--- config.mk ---
export PLATFORM = sky130hd
export DESIGN_NAME = sr_icache_ctrl_flat
export DESIGN_NICKNAME = d
export VERILOG_FILES = /design/src/rtl/sr_icache_if.sv /design/src/rtl/sr_icache_ctrl.sv /design/src/flat_wrapper.sv
export SDC_FILE = /design/constraint.sdc
export NUM_CORES = 2
export LEC_CHECK = 0
export CORE_ASPECT_RATIO = 0.8
export CORE_MARGIN = 2
export CORE_UTILIZATION = 30
export DETAILED_ROUTE_END_ITERATION = 16
export DONT_BUFFER_PORTS = 1
export GPL_TIMING_DRIVEN = 0
export HOLD_SLACK_MARGIN = 0.12
export PLACE_DENSITY = 0.54
export REMOVE_ABC_BUFFERS = 1
export SETUP_SLACK_MARGIN = 0.15
export SLEW_MARGIN = 20
export SYNTH_ARGS = -nofsm -noshare
export SYNTH_HDL_FRONTEND = slang
export SYNTH_SLANG_ARGS = --single-unit
--- constraint.sdc ---
create_clock -name clk -period 10 [get_ports clk]
set_input_delay 2 -clock clk [delete_from_list [all_inputs] [get_ports clk]]
set_output_delay 2 -clock clk [all_outputs]
set_load 0.01 [all_outputs]
--- src/rtl/sr_icache_if.sv ---
// CPU fetch + backing-memory read bundle for the icache controller.
// slave: the cache controller side; master: CPU/memory environment side.
interface sr_icache_if;
  logic        cpu_req;
  logic [31:0] cpu_addr;
  logic        cpu_drdy;
  logic [31:0] cpu_data;
  logic        flush;
  logic        mem_req;
  logic [31:0] mem_addr;
  logic        mem_ack;
  logic [31:0] mem_rdata;
  logic        busy;

  modport slave (
    input  cpu_req, cpu_addr, flush,
    input  mem_ack, mem_rdata,
    output cpu_drdy, cpu_data,
    output mem_req, mem_addr, busy
  );

  modport master (
    output cpu_req, cpu_addr, flush,
    output mem_ack, mem_rdata,
    input  cpu_drdy, cpu_data,
    input  mem_req, mem_addr, busy
  );
endinterface

--- src/rtl/sr_icache_ctrl.sv ---
// Direct-mapped instruction cache controller, word-serial line refill.
// Ports: clk, rst_n (async low), bus (sr_icache_if.slave: cpu/mem/flush/busy).
module sr_icache_ctrl #(
  parameter int INDEX_W = 4,
  parameter int OFFS_W  = 2
) (
  input  logic        clk,
  input  logic        rst_n,
  sr_icache_if.slave  bus
);
  localparam int LINES = 1 << INDEX_W;
  localparam int WORDS = 1 << (INDEX_W + OFFS_W);
  localparam int TAG_W = 30 - INDEX_W - OFFS_W;

  typedef enum logic [1:0] {
    IDLE,
    REFILL,
    RESP
  } state_e;

  state_e state_q, state_d;

  logic [OFFS_W-1:0]  a_off;
  logic [INDEX_W-1:0] a_idx;
  logic [TAG_W-1:0]   a_tag;

  logic [31:0]      data_mem [WORDS];
  logic [TAG_W-1:0] tag_mem  [LINES];

  logic [LINES-1:0]   valid_q, valid_d;
  logic [TAG_W-1:0]   r_tag_q;
  logic [INDEX_W-1:0] r_idx_q;
  logic [OFFS_W-1:0]  r_off_q;
  logic [OFFS_W-1:0]  cnt_q;
  logic               pend_q;
  logic               drdy_q;
  logic [31:0]        data_q;

  logic lookup, hit, miss;
  logic in_refill, ack_w, last_w, fill_done;
  logic unused_ok;

  assign a_off = bus.cpu_addr[OFFS_W+1:2];
  assign a_idx = bus.cpu_addr[OFFS_W+2 +: INDEX_W];
  assign a_tag = bus.cpu_addr[31 -: TAG_W];
  assign unused_ok = ^bus.cpu_addr[1:0];

  // The drdy cycle is a dead cycle: the CPU has not yet
  // presented its next request, so no lookup is made.
  assign lookup = (state_q == IDLE) && bus.cpu_req && !drdy_q;
  assign hit    = lookup && valid_q[a_idx]
                  && (tag_mem[a_idx] == a_tag);
  assign miss   = lookup && !hit;

  assign in_refill = (state_q == REFILL);
  assign ack_w     = in_refill && bus.mem_ack;
  assign last_w    = (cnt_q == '1);
  assign fill_done = ack_w && last_w;

  always_ff @(posedge clk or negedge rst_n) begin
    if (!rst_n) state_q <= IDLE;
    else        state_q <= state_d;
  end

  always_comb begin
    state_d = state_q;
    unique case (state_q)
      IDLE:    if (miss)      state_d = REFILL;
      REFILL:  if (fill_done) state_d = RESP;
      RESP:                   state_d = IDLE;
      default:                state_d = IDLE;
    endcase
  end

  always_comb begin
    bus.mem_req  = 1'b0;
    bus.mem_addr = '0;
    bus.busy     = (state_q != IDLE);
    if (in_refill) begin
      bus.mem_req  = 1'b1;
      bus.mem_addr = {r_tag_q, r_idx_q, cnt_q, 2'b00};
    end
  end

  assign bus.cpu_drdy = drdy_q;
  assign bus.cpu_data = data_q;

  // A flush seen in REFILL is held until RESP, so the line
  // being filled is still returned before everything drops.
  always_comb begin
    valid_d = valid_q;
    if (fill_done)
      valid_d[r_idx_q] = 1'b1;
    if (state_q == IDLE && bus.flush)
      valid_d = '0;
    if (state_q == RESP && (pend_q || bus.flush))
      valid_d = '0;
  end

  always_ff @(posedge clk or negedge rst_n) begin
    if (!rst_n) begin
      valid_q <= '0;
      r_tag_q <= '0;
      r_idx_q <= '0;
      r_off_q <= '0;
      cnt_q   <= '0;
      pend_q  <= 1'b0;
      drdy_q  <= 1'b0;
      data_q  <= '0;
    end else begin
      valid_q <= valid_d;
      drdy_q  <= 1'b0;
      pend_q  <= in_refill ? (pend_q | bus.flush) : 1'b0;
      if (hit) begin
        data_q <= data_mem[{a_idx, a_off}];
        drdy_q <= 1'b1;
      end
      if (state_q == RESP) begin
        data_q <= data_mem[{r_idx_q, r_off_q}];
        drdy_q <= 1'b1;
      end
      if (miss) begin
        r_tag_q <= a_tag;
        r_idx_q <= a_idx;
        r_off_q <= a_off;
        cnt_q   <= '0;
      end else if (ack_w && !last_w) begin
        cnt_q <= cnt_q + 1'b1;
      end
    end
  end

  // Arrays carry no reset; valid_q alone qualifies them.
  always_ff @(posedge clk) begin
    if (ack_w)
      data_mem[{r_idx_q, cnt_q}] <= bus.mem_rdata;
    if (fill_done)
      tag_mem[r_idx_q] <= r_tag_q;
  end
endmodule

--- src/flat_wrapper.sv ---
// flat-port wrapper written by rule: the top's interface ports become plain ports
module sr_icache_ctrl_flat 
#(
  parameter int INDEX_W = 4,
  parameter int OFFS_W  = 2
)
  (clk, rst_n, bus_cpu_req, bus_cpu_addr, bus_flush, bus_mem_ack, bus_mem_rdata, bus_cpu_drdy, bus_cpu_data, bus_mem_req, bus_mem_addr, bus_busy);
  sr_icache_if bus_i ();
  input  logic clk;
  input  logic rst_n;
  input wire logic [$bits(bus_i.cpu_req)-1:0] bus_cpu_req;
  input wire logic [$bits(bus_i.cpu_addr)-1:0] bus_cpu_addr;
  input wire logic [$bits(bus_i.flush)-1:0] bus_flush;
  input wire logic [$bits(bus_i.mem_ack)-1:0] bus_mem_ack;
  input wire logic [$bits(bus_i.mem_rdata)-1:0] bus_mem_rdata;
  output wire logic [$bits(bus_i.cpu_drdy)-1:0] bus_cpu_drdy;
  output wire logic [$bits(bus_i.cpu_data)-1:0] bus_cpu_data;
  output wire logic [$bits(bus_i.mem_req)-1:0] bus_mem_req;
  output wire logic [$bits(bus_i.mem_addr)-1:0] bus_mem_addr;
  output wire logic [$bits(bus_i.busy)-1:0] bus_busy;
  assign bus_i.cpu_req = bus_cpu_req;
  assign bus_i.cpu_addr = bus_cpu_addr;
  assign bus_i.flush = bus_flush;
  assign bus_i.mem_ack = bus_mem_ack;
  assign bus_i.mem_rdata = bus_mem_rdata;
  assign bus_cpu_drdy = bus_i.cpu_drdy;
  assign bus_cpu_data = bus_i.cpu_data;
  assign bus_mem_req = bus_i.mem_req;
  assign bus_mem_addr = bus_i.mem_addr;
  assign bus_busy = bus_i.busy;
  sr_icache_ctrl #(.INDEX_W(INDEX_W), .OFFS_W(OFFS_W)) u_core (.clk(clk), .rst_n(rst_n), .bus(bus_i));
endmodule
* Word level (Yosys, flattened, before mapping)
Memory sizes are Yosys's and may differ from the RTL's.
Index checks and enable logic that the tools add are counted.
** Cells by class
- Eq/ne operators :: 6
- Mux-type cells :: 23
- Bitwise gates (word level) :: 2
- Reduce and logical (&&, ||, !) cells :: 21
- Add/sub/neg operators :: 1
- Magnitude comparators :: 3
** Operators by type and width (number)
- 32-bit two-way mux :: 3
- 16-bit two-way mux :: 3
- 24-bit == test :: 1
- 16-bit OR :: 1
- 1-bit logical AND :: 11
- 4-bit by 5-bit less-than comparator with 1-bit output (second input constant) :: 2
- 1-bit two-way mux :: 10
- 2-bit two-way mux :: 4
- 2-bit nonzero test :: 3
- 1-bit binary-select mux with 4-bit select :: 1
- 1-bit demux with 4-bit select :: 1
- 2-bit == test (second input constant) :: 2
- 4-bit by 1-bit >= comparator with 1-bit output (second input constant) :: 1
- 2-bit one-hot mux with 2 select lines :: 1
- 1-bit zero test :: 3
- 3-bit nonzero test :: 1
- 2-bit by 1-bit adder with 2-bit output (second input constant) :: 1
- 2-bit by 1-bit == test with 1-bit output (second input constant) :: 1
- 2-bit zero test :: 1
- 2-bit by 1-bit inequality test with 1-bit output (second input constant) :: 1
- 2-bit inequality test (second input constant) :: 1
- 2-bit AND reduction :: 1
- 1-bit logical OR :: 1
- 1-bit OR :: 1
** Storage, ports and cells
- Bits in registers :: 84
- Output and inout bits :: 67
- RAM bits :: 2432
- Word-level logic and storage cells :: 67
- Memories kept :: 2
- Bits of input ports :: 69
** Memory list
- u_core.data_mem :: words 64, bits a word 32, read ports 2, clocked after memory_dff 0, wr ports 1, line sr_icache_ctrl.sv:27 : logic [31:0] data_mem [WORDS];
- u_core.tag_mem :: words 16, bits a word 24, read ports 1, clocked after memory_dff 0, wr ports 1, line sr_icache_ctrl.sv:28 : logic [TAG_W-1:0] tag_mem [LINES];

* Longest topological paths before layout
- Depth in word-level cells :: 9
- Gate-level depth with buffers :: 14
- Depth with buffers taken out :: 9

* Least setup slack after synthesis
OpenSTA, ideal clock, no wires.
- Path type :: input port to flip-flop
- From :: input port bus_cpu_addr[5]
- To :: register u_core.r_idx_q[0]
- Cell stages on the path :: 13
- Slack :: 5.311 ns
- Required time :: 9.875 ns
- Arrival :: 4.564 ns
- Library setup time :: 0.125 ns
- Path buffers :: 4
- Cell sequence :: buf_4 -> buf_2 -> mux4_2 -> nand2_1 -> nand2_1 -> xor2_1 -> o41ai_1 -> nand3_1 -> nor4_2 -> buf_6 -> nor2_8 -> buf_8 -> mux2_4
** On the way
- Cells in the longest elaborated chain, start to end :: 6
- Elaborated cells on any way between the ends :: 8
- Those cells by class :: eq/ne: 1; mux: 2; reduce/logical: 4; memory: 1
** RTL lines
- from (decl) :: line flat_wrapper.sv:12 : input wire logic [$bits(bus_i.cpu_addr)-1:0] bus_cpu_addr;
- parallel branches: the longest is 3 deep, another holds memory read 16 x 24 bit
- 1-bit logical AND * :: line sr_icache_ctrl.sv:52 : && (tag_mem[a_idx] == a_tag);
- 1-bit zero test * :: line sr_icache_ctrl.sv:53 : assign miss = lookup && !hit;
- 1-bit logical AND * :: line sr_icache_ctrl.sv:53
- to (signal assigned) :: line sr_icache_ctrl.sv:124 : r_idx_q <= a_idx;
- to (decl) :: line sr_icache_ctrl.sv:32 : logic [INDEX_W-1:0] r_idx_q;
Every way passes the cells marked *. The select of a mux whose other input is x is not followed.
A chain may end at the register's enable or synchronous reset.

* Final worst setup path
- From :: input port bus_cpu_addr[4]
- To :: register u_core.data_q[19], in the netlist u_core.bus.cpu_data[19]
** On the way
- Cells in the longest elaborated chain, start to end :: 5
- Elaborated cells on any way between the ends :: 10
- Those cells by class :: eq/ne: 1; mux: 4; reduce/logical: 3; memory: 2
** RTL lines
- parallel branches: the longest is 5 deep, another holds memory read 16 x 24 bit
- to (signal assigned) :: line sr_icache_ctrl.sv:115 : data_q <= data_mem[{a_idx, a_off}];
- to (signal assigned) :: line sr_icache_ctrl.sv:119 : data_q <= data_mem[{r_idx_q, r_off_q}];
- to (decl) :: line sr_icache_ctrl.sv:37 : logic [31:0] data_q;
Several ways; the timed one is not identified. The select of a mux whose other input is x is not followed.

==> load_flow_metrics.sql <==
INSERT INTO impl_metrics (metric_group, metric, value, unit) VALUES
('logic_synthesis', 'post_synth_edffs', '2432', ''),
('final_layout', 'share_of_layout_cells_above_drive_strength_1', '0.384', ''),
('hold_path', 'min_path_type', 'register to register', ''),
('cts', 'holdBufCountCts', '0', ''),
('global_routing', 'pin_count_of_the_biggest_net_entering_global_routing', '380', ''),
('worst_setup_path', 'cp-end-kind', 'register', ''),
('worst_setup_path', 'worst_r2r_startpoint', 'u_core.state_q[1]$_DFFE_PN0P_', ''),
('global_routing', 'grt_overflow', '0', ''),
('logic_synthesis', 'synthCells', '5142', ''),
('logic_synthesis', 'largest_family_of_logic_cells_by_synthesized_area', 'multiplexers', ''),
('placed_design', 'place.gp.congestion', '0.756', ''),
('floorplan', 'floorplan.die.height', '551', 'um'),
('final_layout', 'instances_no_fill', '10500', ''),
('run_status', 'outcome', 'completed', ''),
('worst_setup_path', 'signal_arrival_time_at_the_worst_endpoint', '6.78', 'ns'),
('route', 'drt_pre_antenna_iters', '6', ''),
('cts', 'clkSlewWorstSetupHoldPaths', '0.06', 'ns'),
('worst_setup_path', 'required_time_at_the_worst_slack_endpoint', '10.72', 'ns'),
('logic_synthesis', 'yosys_most_used_dff', 'sky130_fd_sc_hd__edfxtp_1', ''),
('worst_setup_path', 'end_of_the_critical_path', 'u_core.bus.cpu_data[19]$_DFFE_PN0P_', ''),
('route', 'detail_route.iter0.violations', '7889', ''),
('worst_setup_path', 'critPathLaunchType', 'input port', ''),
('logic_synthesis', 'synth_compound_gate_area_share', '0.0250', ''),
('timing', 'whs', '0.502', 'ns'),
('power', 'power_density', '233', 'nW/um2'),
('floorplan', 'fp.dieArea', '378000', 'um2'),
('placed_design', 'placement.io_buffers', '0', ''),
('timing', 'max_slew_margin', '0.210', ''),
('global_routing', 'grt_antenna_before_repair', '8', ''),
('global_routing', 'grt_pass1_wl', '512', 'mm'),
('timing', 'maximum_operating_frequency', '165', 'MHz'),
('worst_setup_path', 'origin_of_the_worst_setup_path', 'bus_cpu_addr[4]', ''),
('route', 'drc', '0', ''),
('cts', 'cts.root.buffer_cell', 'sky130_fd_sc_hd__clkbuf_16', ''),
('placed_design', 'hpwl', '241', 'mm'),
('route', 'route.vias.total', '60800', ''),
('global_routing', 'grt.total_usage', '0.193', ''),
('final_layout', 'ff_latch_area', '75200', 'um2'),
('power', 'ir_worst_vdd', '0.000218', 'V'),
('logic_synthesis', 'post_synth_xor_area_fraction', '0.00297', ''),
('final_layout', 'num-nets-final', '5417', ''),
('worst_setup_path', 'crit-reg2reg-capture', 'u_core.bus.cpu_data[19]$_DFFE_PN0P_', ''),
('logic_synthesis', 'yosysTopAreaCellShare', '0.652', ''),
('floorplan', 'die-width', '687', 'um'),
('route', 'routed_wirelength', '373', 'mm'),
('route', 'via_density_per_instance', '5.78', ''),
('global_routing', 'grt_pass1_vias', '61400', ''),
('floorplan', 'rows', '200', ''),
('route', 'antenna_violating_nets_post_route', '0', ''),
('run', 'max_cap_viols', '0', ''),
('logic_synthesis', 'syn-cell-area', '112000', 'um2'),
('logic_synthesis', 'post_synth_num_cell_types', '62', ''),
('logic_synthesis', 'synth_mux_area_frac', '0.270', ''),
('hold_path', 'hold_path_startpoint', 'u_core.valid_q[10]$_DFFE_PN0P_', ''),
('cts', 'post-cts-setup-buffers', '0', ''),
('worst_setup_path', 'crit_fanout', '256', ''),
('logic_synthesis', 'simple_gate_share_of_the_synthesized_area', '0.0160', ''),
('cts', 'max_h_tree_level', '5', ''),
('cts', 'cts_max_path_buffers', '4', ''),
('timing', 'worst_pin_slew', '1.18', 'ns'),
('timing', 'setup_viol', '0', ''),
('cts', 'post_cts.resized_instances', '0', ''),
('logic_synthesis', 'seq_area_frac_synth', '0.671', ''),
('route', 'avgRoutedWirePerCell', '35.4', 'um'),
('timing', 'finalWorstPathRequiredPeriod', '6.06', 'ns'),
('floorplan', 'design.portCount', '136', ''),
('worst_setup_path', 'ff2ff_path_depth', '11', ''),
('cts', 'clock_tree_from_tritoncts', 'built', ''),
('logic_synthesis', 'async_flop_share', '0.0334', ''),
('timing', 'slew_violations', '0', ''),
('logic_synthesis', 'cell_taking_the_most_area_after_synthesis', 'sky130_fd_sc_hd__edfxtp_1', '');
-- worst min-delay path by stage --
stage,to,depth (start not counted),slack [ns]
detailed placement,u_core.valid_q[4]$_DFFE_PN0P_,2,0.49
global placement,u_core.valid_q[7]$_DFFE_PN0P_,2,0.48
global route,u_core.valid_q[4]$_DFFE_PN0P_,2,0.53
floorplan,u_core.pend_q$_DFF_PN0_,2,0.46
finish,u_core.valid_q[10]$_DFFE_PN0P_,2,0.50
CTS,u_core.valid_q[4]$_DFFE_PN0P_,2,0.50
-- worst max-delay path, stage by stage --
cell and delay (ns):
sky130_fd_sc_hd__nor2b_4 0.56, sky130_fd_sc_hd__buf_12 0.25, sky130_fd_sc_hd__a22o_1 0.22, sky130_fd_sc_hd__nor4_1 0.06
sky130_fd_sc_hd__nor4_1 0.66, sky130_fd_sc_hd__nor4bb_1 0.82, sky130_fd_sc_hd__nand4_1 0.25, sky130_fd_sc_hd__nor4_4 0.59
sky130_fd_sc_hd__buf_4 0.33, sky130_fd_sc_hd__buf_4 0.24, sky130_fd_sc_hd__buf_4 0.23, sky130_fd_sc_hd__mux2i_1 0.21
sky130_fd_sc_hd__a21oi_1 0.09
-- cell usage in the layout (no fill, tap or decap), types with 78 or more instances in the layout --
| cell | n |
|---|---|
| sky130_fd_sc_hd__a21oi_1 | 93 |
| sky130_fd_sc_hd__mux2i_1 | 98 |
| sky130_fd_sc_hd__edfxtp_1 | 2432 |
| sky130_fd_sc_hd__buf_12 | 174 |
| sky130_fd_sc_hd__buf_16 | 122 |
| sky130_fd_sc_hd__nor2_4 | 90 |
| sky130_fd_sc_hd__dfrtp_1 | 78 |
| sky130_fd_sc_hd__clkbuf_16 | 291 |
| sky130_fd_sc_hd__nor2_1 | 79 |
| sky130_fd_sc_hd__mux4_2 | 1270 |
| sky130_fd_sc_hd__a22oi_1 | 193 |
-- sequential cells by signal, indices dropped and copies added, names as in the netlist --
register and flops:
u_core.tag_mem 384, u_core.r_off_q 2, u_core.r_idx_q 4, u_core.pend_q 1
u_core.state_q 2, u_core.bus.cpu_data 32, u_core.bus.cpu_drdy 1, u_core.data_mem 2048
u_core.cnt_q 2, u_core.r_tag_q 24, u_core.valid_q 16
-- Yosys cell counts, types with 5 or more instances --
| master | instances |
|---|---|
| sky130_fd_sc_hd__a211oi_1 | 12 |
| sky130_fd_sc_hd__a21oi_1 | 93 |
| sky130_fd_sc_hd__a221oi_1 | 27 |
| sky130_fd_sc_hd__a22o_1 | 25 |
| sky130_fd_sc_hd__a22oi_1 | 193 |
| sky130_fd_sc_hd__a31oi_1 | 5 |
| sky130_fd_sc_hd__a32oi_1 | 7 |
| sky130_fd_sc_hd__and2_1 | 33 |
| sky130_fd_sc_hd__and3_1 | 10 |
| sky130_fd_sc_hd__buf_1 | 104 |
| sky130_fd_sc_hd__buf_2 | 64 |
| sky130_fd_sc_hd__buf_4 | 8 |
| sky130_fd_sc_hd__buf_6 | 8 |
| sky130_fd_sc_hd__clkbuf_1 | 203 |
| sky130_fd_sc_hd__dfrtp_1 | 84 |
| sky130_fd_sc_hd__edfxtp_1 | 2432 |
| sky130_fd_sc_hd__inv_1 | 5 |
| sky130_fd_sc_hd__mux2_2 | 10 |
| sky130_fd_sc_hd__mux2_4 | 29 |
| sky130_fd_sc_hd__mux2i_1 | 98 |
| sky130_fd_sc_hd__mux4_2 | 1270 |
| sky130_fd_sc_hd__nand2_1 | 61 |
| sky130_fd_sc_hd__nand2b_1 | 8 |
| sky130_fd_sc_hd__nand3_1 | 30 |
| sky130_fd_sc_hd__nor2_1 | 171 |
| sky130_fd_sc_hd__nor2b_1 | 12 |
| sky130_fd_sc_hd__nor3_1 | 8 |
| sky130_fd_sc_hd__o21ai_0 | 15 |
| sky130_fd_sc_hd__o22ai_1 | 7 |
| sky130_fd_sc_hd__or3_1 | 5 |
| sky130_fd_sc_hd__or4_1 | 16 |
| sky130_fd_sc_hd__xnor2_1 | 21 |
| sky130_fd_sc_hd__xor2_1 | 17 |
-- kinds of logic after synthesis --
family | after synthesis
AO/OA/AOI/OAI | 398
adder cells (fa/ha/maj) | 1
AND/OR/NAND/NOR | 377
other | 1
multiplexers | 1411
buffers and inverters | 400
XOR/XNOR | 38
flip-flops | 2516
-- per-layer routing --
metal,global-route usage,wire length (um)
met1,0.250,143000
met2,0.318,182000
met3,0.0477,35000
met4,0.0628,12900
met5,0,0
-- per-stage QoR --
step | util | power (mW) | setup TNS [ns] | cell area (um2)
floorplan | - | 19.6 | -368.70 | 110000
global placement | 0.314 | 20.5 | - | 117000
detailed placement | 0.334 | 20.9 | 0 | 124000
CTS | 0.359 | 31.2 | 0 | 133000
global route | 0.359 | 32.0 | 0 | 133000
finish | 0.359 | 31.1 | 0 | 133000
-- power by group --
group | internal, mW | total, mW | leakage [nW] | switching, mW
clock network | 6.12 | 10.4 | 4.43 | 4.29
logic | 4.08 | 7.84 | 13.4 | 3.77
registers | 12.2 | 12.8 | 22.8 | 0.632
-- layout make-up --
type                    instances  share of cell area
multi-input cells            2227               0.269
clock buffers                 364              0.0575
repair buffers                311              0.0526
well taps                    4949              0.0464
diodes                          5           0.0000938
inverters                       8            0.000225
flip-flops and latches       2516               0.563
clock inverters               129              0.0106
No activity file was read; power rests on OpenSTA's default activity.
